`src/rtl/uart_tx_arbiter.sv`:
```
// Round-robin arbiter sharing one UART transmitter; optional launch timeout via `UART_ARB_TIMEOUT_EN.
// 2 cycles req_valid->tx_en; requesters hold valid until a 1-cycle req_ready, frames paced by tx_busy.
module uart_tx_arbiter #(
  parameter int NUM_REQ     = 4,
  parameter int DATA_WIDTH  = 16,
  parameter int TIMEOUT_CYC = 4096
) (
  input  logic                          pclk,
  input  logic                          presetn,
  input  logic [NUM_REQ-1:0]            req_valid,
  input  logic [NUM_REQ*DATA_WIDTH-1:0] req_data,
  output logic [NUM_REQ-1:0]            req_ready,
  input  logic [10:0]                   cfg_in,
  output logic [10:0]                   cfg_out,
  output logic                          tx_en,
  output logic [DATA_WIDTH-1:0]         tx_din,
  input  logic                          tx_busy,
  output logic [$clog2(NUM_REQ)-1:0]    grant_id,
  output logic                          active,
  output logic                          tx_err
);

  localparam int GW = $clog2(NUM_REQ);

  typedef struct packed {
    logic [2:0] bps_mode;
    logic [3:0] data_num;
    logic [1:0] check_mode;
    logic [1:0] stop_num;
  } cfg_t;

  localparam cfg_t CFG_RST = cfg_t'(11'h074);

  typedef enum logic [2:0] {
    S_IDLE,
    S_ARB,
    S_LAUNCH,
    S_SEND,
    S_DONE
  } state_t;

  if (NUM_REQ < 2 || NUM_REQ > 8 || TIMEOUT_CYC < 2) begin : g_bad_param
    $error("uart_tx_arbiter: parameter out of range");
  end

  state_t          state;
  cfg_t            cfg_q;
  logic [GW-1:0]   last_grant;
  logic [GW-1:0]   winner;
  logic [GW-1:0]   rr_idx;
  logic            found;
  int              rr_sum;

  assign cfg_out = cfg_q;

  // Search starts one past the last served requester so nobody starves.
  always_comb begin
    winner = last_grant;
    found  = 1'b0;
    rr_sum = 0;
    rr_idx = '0;
    for (int k = 1; k <= NUM_REQ; k++) begin
      rr_sum = int'(last_grant) + k;
      if (rr_sum >= NUM_REQ) rr_sum = rr_sum - NUM_REQ;
      rr_idx = GW'(rr_sum);
      if (!found && req_valid[rr_idx]) begin
        found  = 1'b1;
        winner = rr_idx;
      end
    end
  end

`ifdef UART_ARB_TIMEOUT_EN
  localparam int CW = $clog2(TIMEOUT_CYC);
  logic [CW-1:0] tout_cnt;
`else
  assign tx_err = 1'b0;
`endif

  always_ff @(posedge pclk) begin
    if (!presetn) begin
      state      <= S_IDLE;
      tx_en      <= 1'b0;
      tx_din     <= '0;
      req_ready  <= '0;
      grant_id   <= '0;
      last_grant <= GW'(NUM_REQ - 1);
      active     <= 1'b0;
      cfg_q      <= CFG_RST;
`ifdef UART_ARB_TIMEOUT_EN
      tx_err     <= 1'b0;
      tout_cnt   <= '0;
`endif
    end else begin
      req_ready <= '0;
`ifdef UART_ARB_TIMEOUT_EN
      tx_err    <= 1'b0;
`endif
      case (state)
        S_IDLE: begin
          // Config only follows cfg_in between frames.
          cfg_q <= cfg_in;
          if (|req_valid) begin
            grant_id  <= winner;
            req_ready <= NUM_REQ'(1) << winner;
            active    <= 1'b1;
            state     <= S_ARB;
          end
        end
        S_ARB: begin
          tx_din <= req_data[grant_id*DATA_WIDTH +: DATA_WIDTH];
          tx_en  <= 1'b1;
          state  <= S_LAUNCH;
`ifdef UART_ARB_TIMEOUT_EN
          tout_cnt <= '0;
`endif
        end
        S_LAUNCH: begin
          if (tx_busy) begin
            state <= S_SEND;
          end
`ifdef UART_ARB_TIMEOUT_EN
          else if (tout_cnt == CW'(TIMEOUT_CYC - 1)) begin
            tx_en  <= 1'b0;
            tx_err <= 1'b1;
            state  <= S_DONE;
          end else begin
            tout_cnt <= tout_cnt + 1'b1;
          end
`endif
        end
        S_SEND: begin
          if (!tx_busy) begin
            tx_en <= 1'b0;
            state <= S_DONE;
          end
        end
        S_DONE: begin
          last_grant <= grant_id;
          active     <= 1'b0;
          state      <= S_IDLE;
        end
        default: begin
          tx_en  <= 1'b0;
          active <= 1'b0;
          state  <= S_IDLE;
        end
      endcase
    end
  end

endmodule

```
`config.mk`:
```
export PLATFORM = sky130hd
export DESIGN_NAME = uart_tx_arbiter
export DESIGN_NICKNAME = d
export VERILOG_FILES = /design/src/rtl/uart_tx_arbiter.sv
export SDC_FILE = /design/constraint.sdc
export NUM_CORES = 1
export LEC_CHECK = 0
export CORE_ASPECT_RATIO = 1.2
export CORE_MARGIN = 2
export CORE_UTILIZATION = 29
export DETAILED_ROUTE_END_ITERATION = 10
export GPL_TIMING_DRIVEN = 0
export HOLD_SLACK_MARGIN = 0.15
export PLACE_DENSITY = 0.67
export SLEW_MARGIN = 20
export SYNTH_ARGS = -nofsm -noshare
export SYNTH_HDL_FRONTEND = slang
export SYNTH_SLANG_ARGS = --single-unit
```
`constraint.sdc`:
```
create_clock -name pclk -period 2.1 [get_ports pclk]
set_input_delay 0.21 -clock pclk [delete_from_list [all_inputs] [get_ports pclk]]
set_output_delay 0.21 -clock pclk [all_outputs]
set_load 0.01 [all_outputs]
```
==> flow_metrics.env, run 1 <==
export IMPL_status="finished clean"
export IMPL_worstPathCellList="buf_2 > buf_1 > mux4_2 > a22o_1"
export IMPL_gp_congestion=0.743
export IMPL_n_antenna_cell=0
export IMPL_io_pins=118
export IMPL_skew_ns=0.00560
export IMPL_clock_fmax_mhz=558
export IMPL_crit_arrival_ns=1.97
export IMPL_yosysTopAreaCell="dfxtp_1"
export IMPL_pwr_share_clk=0.344
export IMPL_netSwitchingFraction=0.241
export IMPL_setup_viol=0
export IMPL_finalHoldViolCount=0
export IMPL_timing_hold_ws_ns=0.458
export IMPL_slew_limit_headroom=0.493
export IMPL_path_delay_family="buffers and inverters"
export IMPL_power_leakage_nw=1.22
export IMPL_fp_dieH_um=90.8
export IMPL_drt_vias_per_instance=4.72
export IMPL_tritoncts="yes"
export IMPL_die_x_um=76.3
export IMPL_drtIter0Drc=55
export IMPL_grtUsageTotal=0.155
export IMPL_internal_power_mw=1.90
export IMPL_layoutNonFillerInstCount=378
export IMPL_synth_area_leaders="dfxtp_1 (44%), mux4_2 (20%), a22o_1 (7.7%)"
export IMPL_insertion_delay_ns=0.29
export IMPL_multiInputGateArea_um2=931
export IMPL_cts_buffers=5
export IMPL_drc_errors=0
export IMPL_worst_setup_path_start_kind="flip-flop"
export IMPL_ir_drop_v=0.000566
export IMPL_cts_htree_levels=2
export IMPL_core_area_um2=6050
export IMPL_drt_wl_total_um=5240
export IMPL_cts_hold_buf=0
export IMPL_synth_commonest_cells="dfxtp_1 (40), nand2_1 (29), a22o_1 (16), mux4_2 (16), a21oi_1 (14)"
export IMPL_fin_crit_ns=1.79
export IMPL_drv_slew=0
export IMPL_synth_seq_cells=40
export IMPL_finalPower_mw=2.50
export IMPL_fin_tns_setup_ns=0
export IMPL_ys_types=29
export IMPL_syn2layout_area_growth_pct=78.2
export IMPL_synth_net_count=254
export IMPL_crit_fanout=10
export IMPL_synth_most_common_cell="dfxtp_1"
export IMPL_switching_power_mw=0.602
export IMPL_seq_area_frac_synth=0.440
export IMPL_fill_cells=574
export IMPL_overflow=0
export IMPL_dp_hpwl_um=4210
export IMPL_io_buffers=116
export IMPL_p_seq_frac=0.355
export IMPL_yosysWarnings=0
export IMPL_ant_nets=0
export IMPL_path_clk_slew_ns=0.08
export IMPL_grt_setup_unrepaired="false"
export IMPL_cts_sinks=40
export IMPL_final_net_count=377
export IMPL_cts_root_buf="clkbuf_8"
export IMPL_initial_utilization=0.301
export IMPL_crit_path_max_incr_delay_ns=0.52
export IMPL_synth_top_area_frac=0.440
export IMPL_synth_top_flop_cell="dfxtp_1"
export IMPL_postCtsSetupBuffers=0
export IMPL_grt_start_max_net_pins=14
export IMPL_fin_crit_sh=0.854
export IMPL_slowest_stage="buf_1"
export IMPL_grt_first_pass_wirelength_um=8820
export IMPL_synth_area_um2=1820
export IMPL_grt_antenna_before_repair=0
export IMPL_cp_data_required_time_ns=2.28
export IMPL_cts_repair_resized=0
export IMPL_grt_pass1_vias=1841
export IMPL_end_kind="flip-flop"
export IMPL_firstDrtPassIters=3
export IMPL_avgSynthCellArea_um2=10.6
export IMPL_max_cap_violations=0
export IMPL_power_frac_comb=0.301
export IMPL_criticalPathCategory="reg2reg"
export IMPL_dieArea_um2=6920
export IMPL_utilization=0.536
export IMPL_drive_above_1_share=0.122
export IMPL_clockBufferDepth=2
export IMPL_tightest_slew_ns=0.750
export IMPL_vias=1783
export IMPL_crit_buf_inv=2
export IMPL_synth_edf_count=0
export IMPL_placed_cells=370
export IMPL_num_rows=31
export IMPL_hp_class="reg2reg"
export IMPL_p_per_area_nw_per_um2=771
export IMPL_wl_per_cell_um=13.8
export IMPL_ff_latch_area_um2=801
export IMPL_netlist_instances=172
export IMPL_synth_async_reset_ratio=0
## cell usage in the layout (no fill, tap or decap), types with 2 or more instances in the layout
cell / instances
a22o_1: 16
nor3_1: 7
a21oi_1: 14
nor2_1: 5
nor3b_1: 2
dfxtp_1: 40
o21ai_0: 4
buf_6: 3
or3_1: 2
mux4_2: 16
clkdlybuf4s50_1: 116
nand3_1: 8
nor2b_1: 2
buf_2: 4
bufinv_16: 3
nand2_1: 29
clkbuf_1: 3
buf_4: 2
clkbuf_8: 5
nand2b_1: 3
## state kept, by name, summed over array words and instances (netlist names)
name / cells
req_ready: 4
tx_en: 1
grant_id: 2
state: 3
last_grant: 2
cfg_out: 11
active: 1
tx_din: 16
## kinds of logic after synthesis
logic type | count (synthesis) | share of synthesized area
AND/OR/NAND/NOR | 65 | 0.176
flip-flops | 40 | 0.440
AO/OA/AOI/OAI | 36 | 0.135
multiplexers | 16 | 0.198
buffers and inverters | 14 | 0.0481
other | 1 | 0.00206
## per-layer routing
layer  vias to the layer above  track usage  wire length (µm)
met3                         9       0.0630               540
met2                        82        0.264              2420
met5                         -            0                 0
li1                        879            -                 -
met4                         0       0.0439                92
met1                       813        0.180              2180
## area by class of cell
type,count,share of cell area
clock inverter,3,0.0278
buffer,13,0.0259
tap,82,0.0316
multi-input combinational,118,0.287
timing repair buffer,116,0.358
clock buffer,5,0.0212
sequential,40,0.247
inverter,1,0.00116
## worst register-to-register path, stage by stage, from the launching register on
cell and delay [ns]:
dfxtp_1 0.32, buf_2 0.23, buf_1 0.52, mux4_2 0.42, a22o_1 0.19
## final timing paths
path	start	end	slack, ns	cells after the start
worst max-delay path	grant_id[1]$_SDFFE_PN0P_	tx_din[7]$_SDFFE_PN0P_	0.31	4
worst min register to register	cfg_out[7]$_SDFFE_PN0P_	cfg_out[7]$_SDFFE_PN0P_	0.46	2
worst min-delay path	cfg_out[7]$_SDFFE_PN0P_	cfg_out[7]$_SDFFE_PN0P_	0.46	2
worst max register to register	grant_id[1]$_SDFFE_PN0P_	tx_din[7]$_SDFFE_PN0P_	0.31	4
## through the flow
stage | worst slack, ns | area (µm²)
5_1_grt | 0.195 | 3240
3_3_place_gp | 0.243 | 3080
6_report | 0.307 | 3240
2_1_floorplan | 0.439 | 1820
4_1_cts | 0.295 | 3240
3_5_place_dp | 0.190 | 3080
## power groups by stage
| stage | registers, mW | clock network [mW] | logic, mW |
|---|---|---|---|
| 3_5_place_dp | 0.906 | 0 | 0.758 |
| 2_1_floorplan | 0.941 | 0 | 0.338 |
| 6_report | 0.889 | 0.859 | 0.752 |
| 5_1_grt | 0.898 | 0.915 | 0.816 |
| 3_3_place_gp | 0.902 | 0 | 0.754 |
| 4_1_cts | 0.889 | 0.885 | 0.762 |
(Power assumes the default switching activity.)
==> run 2, diff against run 1 <==
Settings changed: CORE_ASPECT_RATIO 1.2 to 1.5.
==> run 2 against run 1 <==
Global-route usage down 0.58 points. Critical path type unchanged. Wire length down 4.7%. Clock skew down 0.0020 ns. Register-to-register slack better by 0.05 ns. Non-clock buffer count unchanged. First-iteration DRC count unchanged. Hold slack about the same.
==> flow_metrics.env, run 2 (synthesized netlist as in run 1, its figures left out) <==
export IMPL_grt_met2_usage=0.271
export IMPL_cts_buffers=5
export IMPL_drv_slew=0
export IMPL_postCtsSetupBuffers=0
export IMPL_num_rows=35
export IMPL_gp_congestion=0.862
export IMPL_largest_reg_flops=16
export IMPL_setup_viol=0
export IMPL_cts_sinks=40
export IMPL_switching_power_mw=0.573
export IMPL_power_frac_comb=0.354
export IMPL_netSwitchingFraction=0.273
export IMPL_syn2layout_area_growth_pct=73.2
export IMPL_fin_crit_sh=0.829
export IMPL_insertion_delay_ns=0.28
export IMPL_path_clk_slew_ns=0.07
export IMPL_internal_power_mw=1.53
export IMPL_drt_vias_per_instance=4.79
export IMPL_top_usage_layer="met2"
export IMPL_slew_limit_headroom=0.424
export IMPL_cts_repair_resized=0
export IMPL_crit_path_max_incr_delay_ns=0.56
export IMPL_clock_fmax_mhz=574
export IMPL_fp_dieH_um=101
export IMPL_n_antenna_cell=0
export IMPL_p_seq_frac=0.422
export IMPL_dp_hpwl_um=4080
export IMPL_fin_tns_setup_ns=0
export IMPL_cts_htree_levels=2
export IMPL_cts_hold_buf=0
export IMPL_drtIter0Drc=55
export IMPL_criticalPathCategory="reg2reg"
export IMPL_dieArea_um2=6940
export IMPL_ir_drop_v=0.000512
export IMPL_drt_wl_total_um=4990
export IMPL_io_buffers=116
export IMPL_crit_arrival_ns=1.92
export IMPL_slowest_stage="mux4_2"
export IMPL_max_cap_violations=0
export IMPL_grtUsageMet1=0.161
export IMPL_grt_start_max_net_pins=12
export IMPL_final_cell_mix="clkdlybuf4s50_1 (116), dfxtp_1 (40), nand2_1 (29)"
export IMPL_worstPathCellList="buf_4 > buf_2 > mux4_2 > a22o_1"
export IMPL_timing_hold_ws_ns=0.458
export IMPL_vias=1766
export IMPL_power_leakage_nw=1.19
export IMPL_pwr_share_clk=0.224
export IMPL_path_delay_family="multiplexers"
export IMPL_overflow=0
export IMPL_crit_buf_inv=2
export IMPL_hp_class="reg2reg"
export IMPL_crit_fanout=10
export IMPL_skew_ns=0.00357
export IMPL_layout_commonest_cell="clkdlybuf4s50_1"
export IMPL_grtUsageTotal=0.150
export IMPL_clockBufferDepth=2
export IMPL_cts_root_buf="clkbuf_8"
export IMPL_wl_per_cell_um=13.5
export IMPL_tritoncts="yes"
export IMPL_finalHoldViolCount=0
export IMPL_fin_crit_ns=1.74
export IMPL_p_per_area_nw_per_um2=667
export IMPL_grt_use_met3=0.0503
export IMPL_grt_setup_unrepaired="false"
export IMPL_tightest_slew_ns=0.854
export IMPL_initial_utilization=0.299
export IMPL_fill_cells=572
export IMPL_regMostFlops="tx_din"
export IMPL_cp_data_required_time_ns=2.28
export IMPL_grt_antenna_before_repair=0
export IMPL_grt_first_pass_wirelength_um=7870
export IMPL_drive_above_1_share=0.115
export IMPL_firstDrtPassIters=4
export IMPL_status="finished clean"
export IMPL_ant_nets=0
export IMPL_grt_pass1_vias=1774
export IMPL_core_area_um2=6090
export IMPL_drc_errors=0
export IMPL_die_x_um=68.7
export IMPL_end_kind="flip-flop"
export IMPL_final_net_count=377
export IMPL_worst_setup_path_start_kind="flip-flop"
export IMPL_io_pins=118
[run 2: final timing paths]
check | startpoint | endpoint | slack [ns] | cells after the start
hold reg to reg | cfg_out[1]$_SDFFE_PN0P_ | cfg_out[1]$_SDFFE_PN0P_ | 0.46 | 2
hold / removal | cfg_out[1]$_SDFFE_PN0P_ | cfg_out[1]$_SDFFE_PN0P_ | 0.46 | 2
setup / recovery | grant_id[0]$_SDFFE_PN0P_ | tx_din[7]$_SDFFE_PN0P_ | 0.36 | 4
setup reg to reg | grant_id[0]$_SDFFE_PN0P_ | tx_din[7]$_SDFFE_PN0P_ | 0.36 | 4
[run 2: power by group through the flow]
stage                     Clock [mW]  Sequential, mW  Combinational [mW]
after global placement             0           0.903               0.751
after CTS                      0.489           0.888               0.759
final                          0.472           0.887               0.743
after detailed placement           0           0.905               0.755
after floorplan                    0           0.941               0.338
after global routing           0.525           0.899               0.820
[run 2: layout make-up]
cell class / count / area [µm²] / area share
clock buffer: 6 / 72.6 / 0.0230
clock inverter: 1 / 5.00 / 0.00159
inverter: 1 / 3.75 / 0.00119
sequential: 40 / 801 / 0.254
buffer: 13 / 83.8 / 0.0266
multi-input combinational: 118 / 931 / 0.295
timing repair buffer: 116 / 1160 / 0.369
tap: 74 / 92.6 / 0.0294
[run 2: per-stage QoR]
stage               area (µm²)  worst slack, ns  power (mW)  utilization  std cells
detailed placement        3070            0.228        1.66        0.505        362
global route              3150            0.217        2.24        0.518        369
floorplan                 1820            0.439        1.28            -        172
CTS                       3150            0.310        2.14        0.518        369
finish                    3150            0.359        2.10        0.518        369
global placement          3070            0.234        1.65        0.505        362
[run 2: worst min-delay path: cells and delay by family (launching register included)]
kind / cells / cell delay (ns)
flops: 1 / 0.31
simple gates: 1 / 0.05
compound gates: 1 / 0.05
[run 2: per-layer routing]
layer,vias to the layer above,part of all wire
met5,-,0
met4,0,0.016
met3,8,0.11
met2,79,0.51
met1,800,0.37
li1,879,-
==> run 3, diff against run 2 <==
Settings changed: PLACE_DENSITY 0.67 to 0.69.
Clock period 2.1 ns to 1.5 ns, I/O delays scaled along.
==> run 3 against run 2 <==
Maximum frequency grew 21%. Hold slack lost 0.050 ns. Final cell count grew 0.54%. Critical path depth is the same. Clock skew is essentially flat. Via count grew 2.2%. Register-to-register slack lost 0.30 ns. Clock power grew to 2.6 times the previous value. Power grew 69%. Non-clock buffer count grew 1. Critical endpoint is now tx_din[12]$_SDFFE_PN0P_. Largest power group unchanged. Highest routed layer unchanged.
==> flow_metrics.env, run 3 (synthesized netlist as in run 1, its figures left out) <==
export IMPL_largest_reg_flops=16
export IMPL_final_net_count=378
export IMPL_dieArea_um2=6940
export IMPL_fp_dieH_um=101
export IMPL_crit_buf_inv=2
export IMPL_grt_first_pass_wirelength_um=7730
export IMPL_ant_nets=0
export IMPL_layout_commonest_cell="clkdlybuf4s50_1"
export IMPL_slew_limit_headroom=0.620
export IMPL_insertion_delay_ns=0.29
export IMPL_worstPathCellList="buf_6 > buf_12 > mux4_2 > a22o_1"
export IMPL_p_seq_frac=0.350
export IMPL_status="finished clean"
export IMPL_clock_fmax_mhz=696
export IMPL_pwr_share_clk=0.339
export IMPL_slowest_stage="mux4_2"
export IMPL_layoutNonFillerInstCount=371
export IMPL_grtUsageMet1=0.143
export IMPL_vias=1804
export IMPL_tightest_slew_ns=0.562
export IMPL_crit_fanout=5
export IMPL_overflow=0
export IMPL_top_usage_layer="met2"
export IMPL_initial_utilization=0.299
export IMPL_cp_depth=4
export IMPL_p_per_area_nw_per_um2=1080
export IMPL_grt_antenna_before_repair=0
export IMPL_io_pins=118
export IMPL_crit_path_max_incr_delay_ns=0.50
export IMPL_wl_per_cell_um=13.8
export IMPL_hp_class="in2reg"
export IMPL_drc_errors=0
export IMPL_setup_ws_ns=0.0637
export IMPL_core_area_um2=6090
export IMPL_final_area_um2=3300
export IMPL_internal_power_mw=2.71
export IMPL_path_delay_family="multiplexers"
export IMPL_placed_cell_area_um2=3090
export IMPL_fin_tns_setup_ns=0
export IMPL_gp_congestion=0.793
export IMPL_max_cap_violations=0
export IMPL_placed_cells=362
export IMPL_switching_power_mw=0.854
export IMPL_drt_wl_total_um=5120
export IMPL_drive_above_1_share=0.148
export IMPL_cts_root_buf="clkbuf_8"
export IMPL_end_kind="flip-flop"
export IMPL_path_clk_slew_ns=0.08
export IMPL_fin_crit_ns=1.44
export IMPL_grt_start_max_net_pins=17
export IMPL_timing_hold_ws_ns=0.408
export IMPL_place_ws_ns=-0.336
export IMPL_cts_htree_levels=2
export IMPL_cts_sinks=40
export IMPL_worst_r2r_path_depth=4
export IMPL_cts_hold_buf=0
export IMPL_min_from="cfg_in[9]"
export IMPL_cts_buffers=5
export IMPL_regMostFlops="tx_din"
export IMPL_clockBufferDepth=2
export IMPL_syn2layout_area_growth_pct=81.5
export IMPL_hold_depth=3
export IMPL_netSwitchingFraction=0.240
export IMPL_fin_crit_sh=0.958
export IMPL_n_antenna_cell=0
export IMPL_io_buffers=116
export IMPL_fill_cells=555
export IMPL_hold_end="cfg_out[9]$_SDFFE_PN0P_"
export IMPL_grt_pass1_vias=1734
export IMPL_setup_viol=0
export IMPL_drtIter0Drc=34
export IMPL_criticalPathCategory="reg2reg"
export IMPL_num_rows=35
export IMPL_grtUsageTotal=0.145
export IMPL_reg2reg_from="grant_id[0]$_SDFFE_PN0P_"
export IMPL_crit_arrival_ns=1.62
export IMPL_final_cell_mix="clkdlybuf4s50_1 (116), dfxtp_1 (39), nand2_1 (29)"
export IMPL_reg2reg_slack_ns=0.06
export IMPL_dp_hpwl_um=4090
export IMPL_r2r_end="tx_din[12]$_SDFFE_PN0P_"
export IMPL_firstDrtPassIters=4
export IMPL_finalHoldViolCount=0
export IMPL_drv_slew=0
export IMPL_skew_ns=0.00364
export IMPL_tritoncts="yes"
export IMPL_die_x_um=68.7
export IMPL_worst_setup_path_start_kind="flip-flop"
export IMPL_power_leakage_nw=1.25
export IMPL_ir_drop_v=0.000766
export IMPL_drt_vias_per_instance=4.86
export IMPL_grt_use_met3=0.0536
export IMPL_grt_met2_usage=0.270
export IMPL_power_frac_comb=0.312
export IMPL_cp_data_required_time_ns=1.69
export IMPL_grt_setup_unrepaired="false"
-- run 3: changes by cell type in the layout (fill, tap and decap cells not counted), sizes merged --
cell,before,now
buf,10,12
clkbuf,9,7
clkinv,1,0
bufinv,0,3
-- run 3: power by group through the flow --
stage / clock [mW] / sequential [mW] / combinational (mW)
final: 1.21 / 1.25 / 1.11
after global routing: 1.28 / 1.26 / 1.20
after detailed placement: 0 / 1.27 / 1.07
after global placement: 0 / 1.26 / 1.06
after CTS: 1.24 / 1.25 / 1.11
after floorplan: 0 / 1.32 / 0.484
-- run 3: area by class of cell --
class | count | area [µm²] | share of cell area
multi-input cells | 118 | 956 | 0.290
repair buffers | 119 | 1200 | 0.362
plain buffers | 11 | 92.6 | 0.0280
clock inverters | 3 | 90.1 | 0.0273
clock buffers | 5 | 68.8 | 0.0208
well taps | 74 | 92.6 | 0.0280
inverters | 1 | 3.75 | 0.00114
flip-flops and latches | 40 | 802 | 0.243
-- run 3: what timing repair did --
action	CTS	global route
setup buffers	3	0
setup endpoints to repair	11	18
pin swaps	1	0
gates resized for setup	5	10
-- run 3: worst max-delay path by stage --
stage,slack [ns],endpoint,from
4_1_cts,0.02,req_ready[1]$_SDFF_PP0_,last_grant[1]$_SDFFE_PN1P_
3_5_place_dp,-0.34,tx_din[6]$_SDFFE_PN0P_,presetn
5_1_grt,0.002,tx_din[11]$_SDFFE_PN0P_,grant_id[1]$_SDFFE_PN0P_
6_report,0.06,tx_din[12]$_SDFFE_PN0P_,grant_id[0]$_SDFFE_PN0P_
2_1_floorplan,0.002,tx_din[10]$_SDFFE_PN0P_,grant_id[0]$_SDFFE_PN0P_
3_3_place_gp,-0.29,tx_din[6]$_SDFFE_PN0P_,presetn
-- run 3: layer usage --
metal | routed length (µm) | vias up
li1 | - | 880
met1 | 1870 | 846
met2 | 2640 | 74
met3 | 548 | 4
met4 | 59 | 0
met5 | 0 | -
-- run 3: stage by stage --
step,utilization,power (mW)
6_report,0.542,3.56
2_1_floorplan,-,1.80
3_5_place_dp,0.508,2.34
4_1_cts,0.540,3.60
5_1_grt,0.542,3.74
3_3_place_gp,0.508,2.33
-- run 3: worst reg2reg max path, cell delays in order (launching register included) --
cell and delay [ns]:
dfxtp_1 0.35, buf_6 0.13, buf_12 0.12, mux4_2 0.50
a22o_1 0.24
==> edit: new RTL, settings of run 3 <==
Change the parameter `NUM_REQ` from 4 to 8.
--- a/src/rtl/uart_tx_arbiter.sv
+++ b/src/rtl/uart_tx_arbiter.sv
@@ -1,7 +1,7 @@
 // Round-robin arbiter sharing one UART transmitter; optional launch timeout via `UART_ARB_TIMEOUT_EN.
 // 2 cycles req_valid->tx_en; requesters hold valid until a 1-cycle req_ready, frames paced by tx_busy.
 module uart_tx_arbiter #(
-  parameter int NUM_REQ     = 4,
+  parameter int NUM_REQ     = 8,
   parameter int DATA_WIDTH  = 16,
   parameter int TIMEOUT_CYC = 4096
 ) (
Ports: changed (resized grant_id, req_data, req_ready and req_valid); port bits go from 118 to 191. The function was not compared with the original's and may differ.
==> edit against run 3 <==
- the flow now finishes with violations (setup timing)
- highest routed layer unchanged
- clock skew about the same
- global-route usage is 4.5 points higher
- area after synthesis increased by 110%
- final area grew 96%
- sequential cell count is 6 higher
- setup slack worse by 1.8 ns
- total power grew 31%
- largest cell class is now multi-input gates
- wire length grew to 2.7 times the old value
- hold slack better by 0.015 ns
- core utilization down 2.8 points
- sequential power grew 16%
- fmax shrank 55%
- non-clock buffer count up 108
==> edit: results (changes against run 3) <==
Run status
The flow ran to the end, but the final reports show violations. The final reports fail on setup timing.

Layout
The number of standard cells in the final layout excluding fillers was 728 (+96%). The proportion of layout cells with a drive suffix above 1 is 25.00% (+10 points). The number of nets in the layout is 723 (+91%).

Placement
The routability-driven placement congestion ratio is 0.8572 (+8.2%). The HPWL reported at the end of detailed placement is 11020 um (+170%). The cell area reported after detailed placement is 5921 um2 (+92%). The number of placed instances with taps included is 703 (+94%).

The number of buffer cells added on primary ports was 188 (+62%).

Synth
The leading cell type by number of instances after synthesis is sky130_fd_sc_hd__nand2_1. The sequential fraction of the synthesis area is 24.56% (-19 points). The mean cell area of the mapped netlist is 10.45 um2 (-1.2%).

Ranked by total cell area, the synthesized netlist is headed by sky130_fd_sc_hd__mux4_2 26%, sky130_fd_sc_hd__dfxtp_1 25%, sky130_fd_sc_hd__mux2i_1 8.3%, sky130_fd_sc_hd__nand2_1 5.5%, sky130_fd_sc_hd__o211a_1 4.3%. The count of unique library cells instantiated by Yosys is 59 (+100%).

GRT
The largest net degree at the start of global routing came to 15 (-2). The global-route wire length before repair came to 20990 um (+170%). The met3 demand-to-capacity share in global routing is 2.790% (-2.6 points). The met1 track utilization from global routing was 17.70% (+3.4 points). The met2 track utilization from global routing came to 39.91% (+13 points).

The total global routing track utilization is 19.00% (+4.5 points). The via count of the first global-routing pass is 4173 (+140%).

STA
The smallest setup slack after layout is -1.717 ns (-1.780 ns). The final setup violation count was 28 (+28). The tightest slew margin relative to the limit came to 60.06% (-1.9 points).

The worst clock skew came to 0.003362 ns (-0.0002802 ns).

Power and ir drop
The worst vdd rail ir drop is 495.3 uV (-35%). The total leakage power is 0.002469 uW (+97%).

Worst setup path
The startpoint identified for the worst register-to-register timing path is last_grant[0]. The end point of the critical path is req_ready[5]. The logic depth of the worst register-to-register path came to 12 (+8). The largest fanout of any net on the critical path is 8 (+3). The endpoint arrival time on the critical path is 3.42 ns (+1.80 ns). The capture instance of the worst register-to-register path is req_ready[5].

Route
The detailed-routed wire length on met3 is 798 um (+46%). The met1 layer wirelength in the final routing is 4569 um (+140%). The detailed route wirelength on metal2 is 8114 um (+210%). The wire length reported by the detailed router is 13910 um (+170%). The total number of vias is 3914 (+120%). The detailed router's first-iteration violation count is 173 (+410%).

Clock network
The clock edge transition at the registers on the reported setup and hold paths was 0.06 ns (-0.02 ns). The buffer type at the clock tree root is sky130_fd_sc_hd__clkbuf_16.

Hold path
The path with the worst hold slack has its endpoint at cfg_out[7]. The startpoint of the most critical hold path is cfg_in[7].
-- edit: changes by cell type after synthesis, moves of 5 or more --
cell / before / now
sky130_fd_sc_hd__a21boi_0: 0 / 7
sky130_fd_sc_hd__dfxtp_1: 40 / 46
sky130_fd_sc_hd__mux2i_1: 0 / 31
sky130_fd_sc_hd__nor4_1: 1 / 7
sky130_fd_sc_hd__a22o_1: 16 / 0
sky130_fd_sc_hd__mux2_2: 0 / 5
sky130_fd_sc_hd__nand3_1: 8 / 17
sky130_fd_sc_hd__a21oi_1: 14 / 6
sky130_fd_sc_hd__o211a_1: 0 / 16
sky130_fd_sc_hd__clkbuf_1: 3 / 20
sky130_fd_sc_hd__mux4_2: 16 / 43
sky130_fd_sc_hd__nand2_1: 29 / 55
sky130_fd_sc_hd__o22ai_1: 0 / 5
-- edit: through the flow --
stage	hold WS (ns)	setup slack [ns]	utilization [%]	setup TNS, ns
finish	0.4230	-1.717	51.45	-20.69
global route	0.4388	-1.795	51.45	-23.09
CTS	0.4173	-1.615	50.77	-19.83
detailed placement	0.4588	-2.174	47.08	-33.55
global placement	0.4524	-2.153	47.08	-31.46
floorplan	0.2282	-1.606	-	-17.58
-- edit: logic make-up after synthesis --
family,Yosys count,share of synthesized area (%)
xor gates and xnor gates,4,1.835
DFF,46,24.56
muxes,81,36.30
AOI/OAI and AO/OA,66,15.12
buffers and inverters,39,5.238
adders and majority gates,2,0.6672
and+or+nand+nor,120,16.18
other,1,0.1000
-- edit: what timing repair did --
item	4_1_cts	5_1_grt
buffers inserted	17	3
resized for setup	40	16
gates cloned	0	0
endpoints found under the setup margin	42	40
pin swaps	14	10
-- edit: worst max-delay path, stage by stage, from the launching register on --
cell and delay, ns:
sky130_fd_sc_hd__dfxtp_2 0.33, sky130_fd_sc_hd__buf_6 0.12, sky130_fd_sc_hd__inv_4 0.14, sky130_fd_sc_hd__ha_4 0.25
sky130_fd_sc_hd__buf_4 0.15, sky130_fd_sc_hd__mux2i_1 0.17, sky130_fd_sc_hd__mux4_2 0.58, sky130_fd_sc_hd__and2_1 0.25
sky130_fd_sc_hd__a31oi_1 0.22, sky130_fd_sc_hd__o22ai_2 0.13, sky130_fd_sc_hd__a2111oi_4 0.46, sky130_fd_sc_hd__nor2_2 0.13
sky130_fd_sc_hd__nor3_1 0.22
-- edit: area by class of cell --
type | count | area share [%]
plain buffers | 30 | 4.235
clock buffers | 6 | 2.147
clock inverters | 2 | 0.1934
inverters | 6 | 0.5028
multi-input cells | 274 | 44.01
flip-flops and latches | 46 | 14.29
well taps | 156 | 3.017
repair buffers | 208 | 31.60
-- edit: power breakdown --
part           switching (uW)  internal, uW  leakage, uW
Clock                     461           660    0.0000729
Sequential               86.2          1360     0.000378
Combinational             870          1220      0.00202
Total                    1420          3240      0.00247
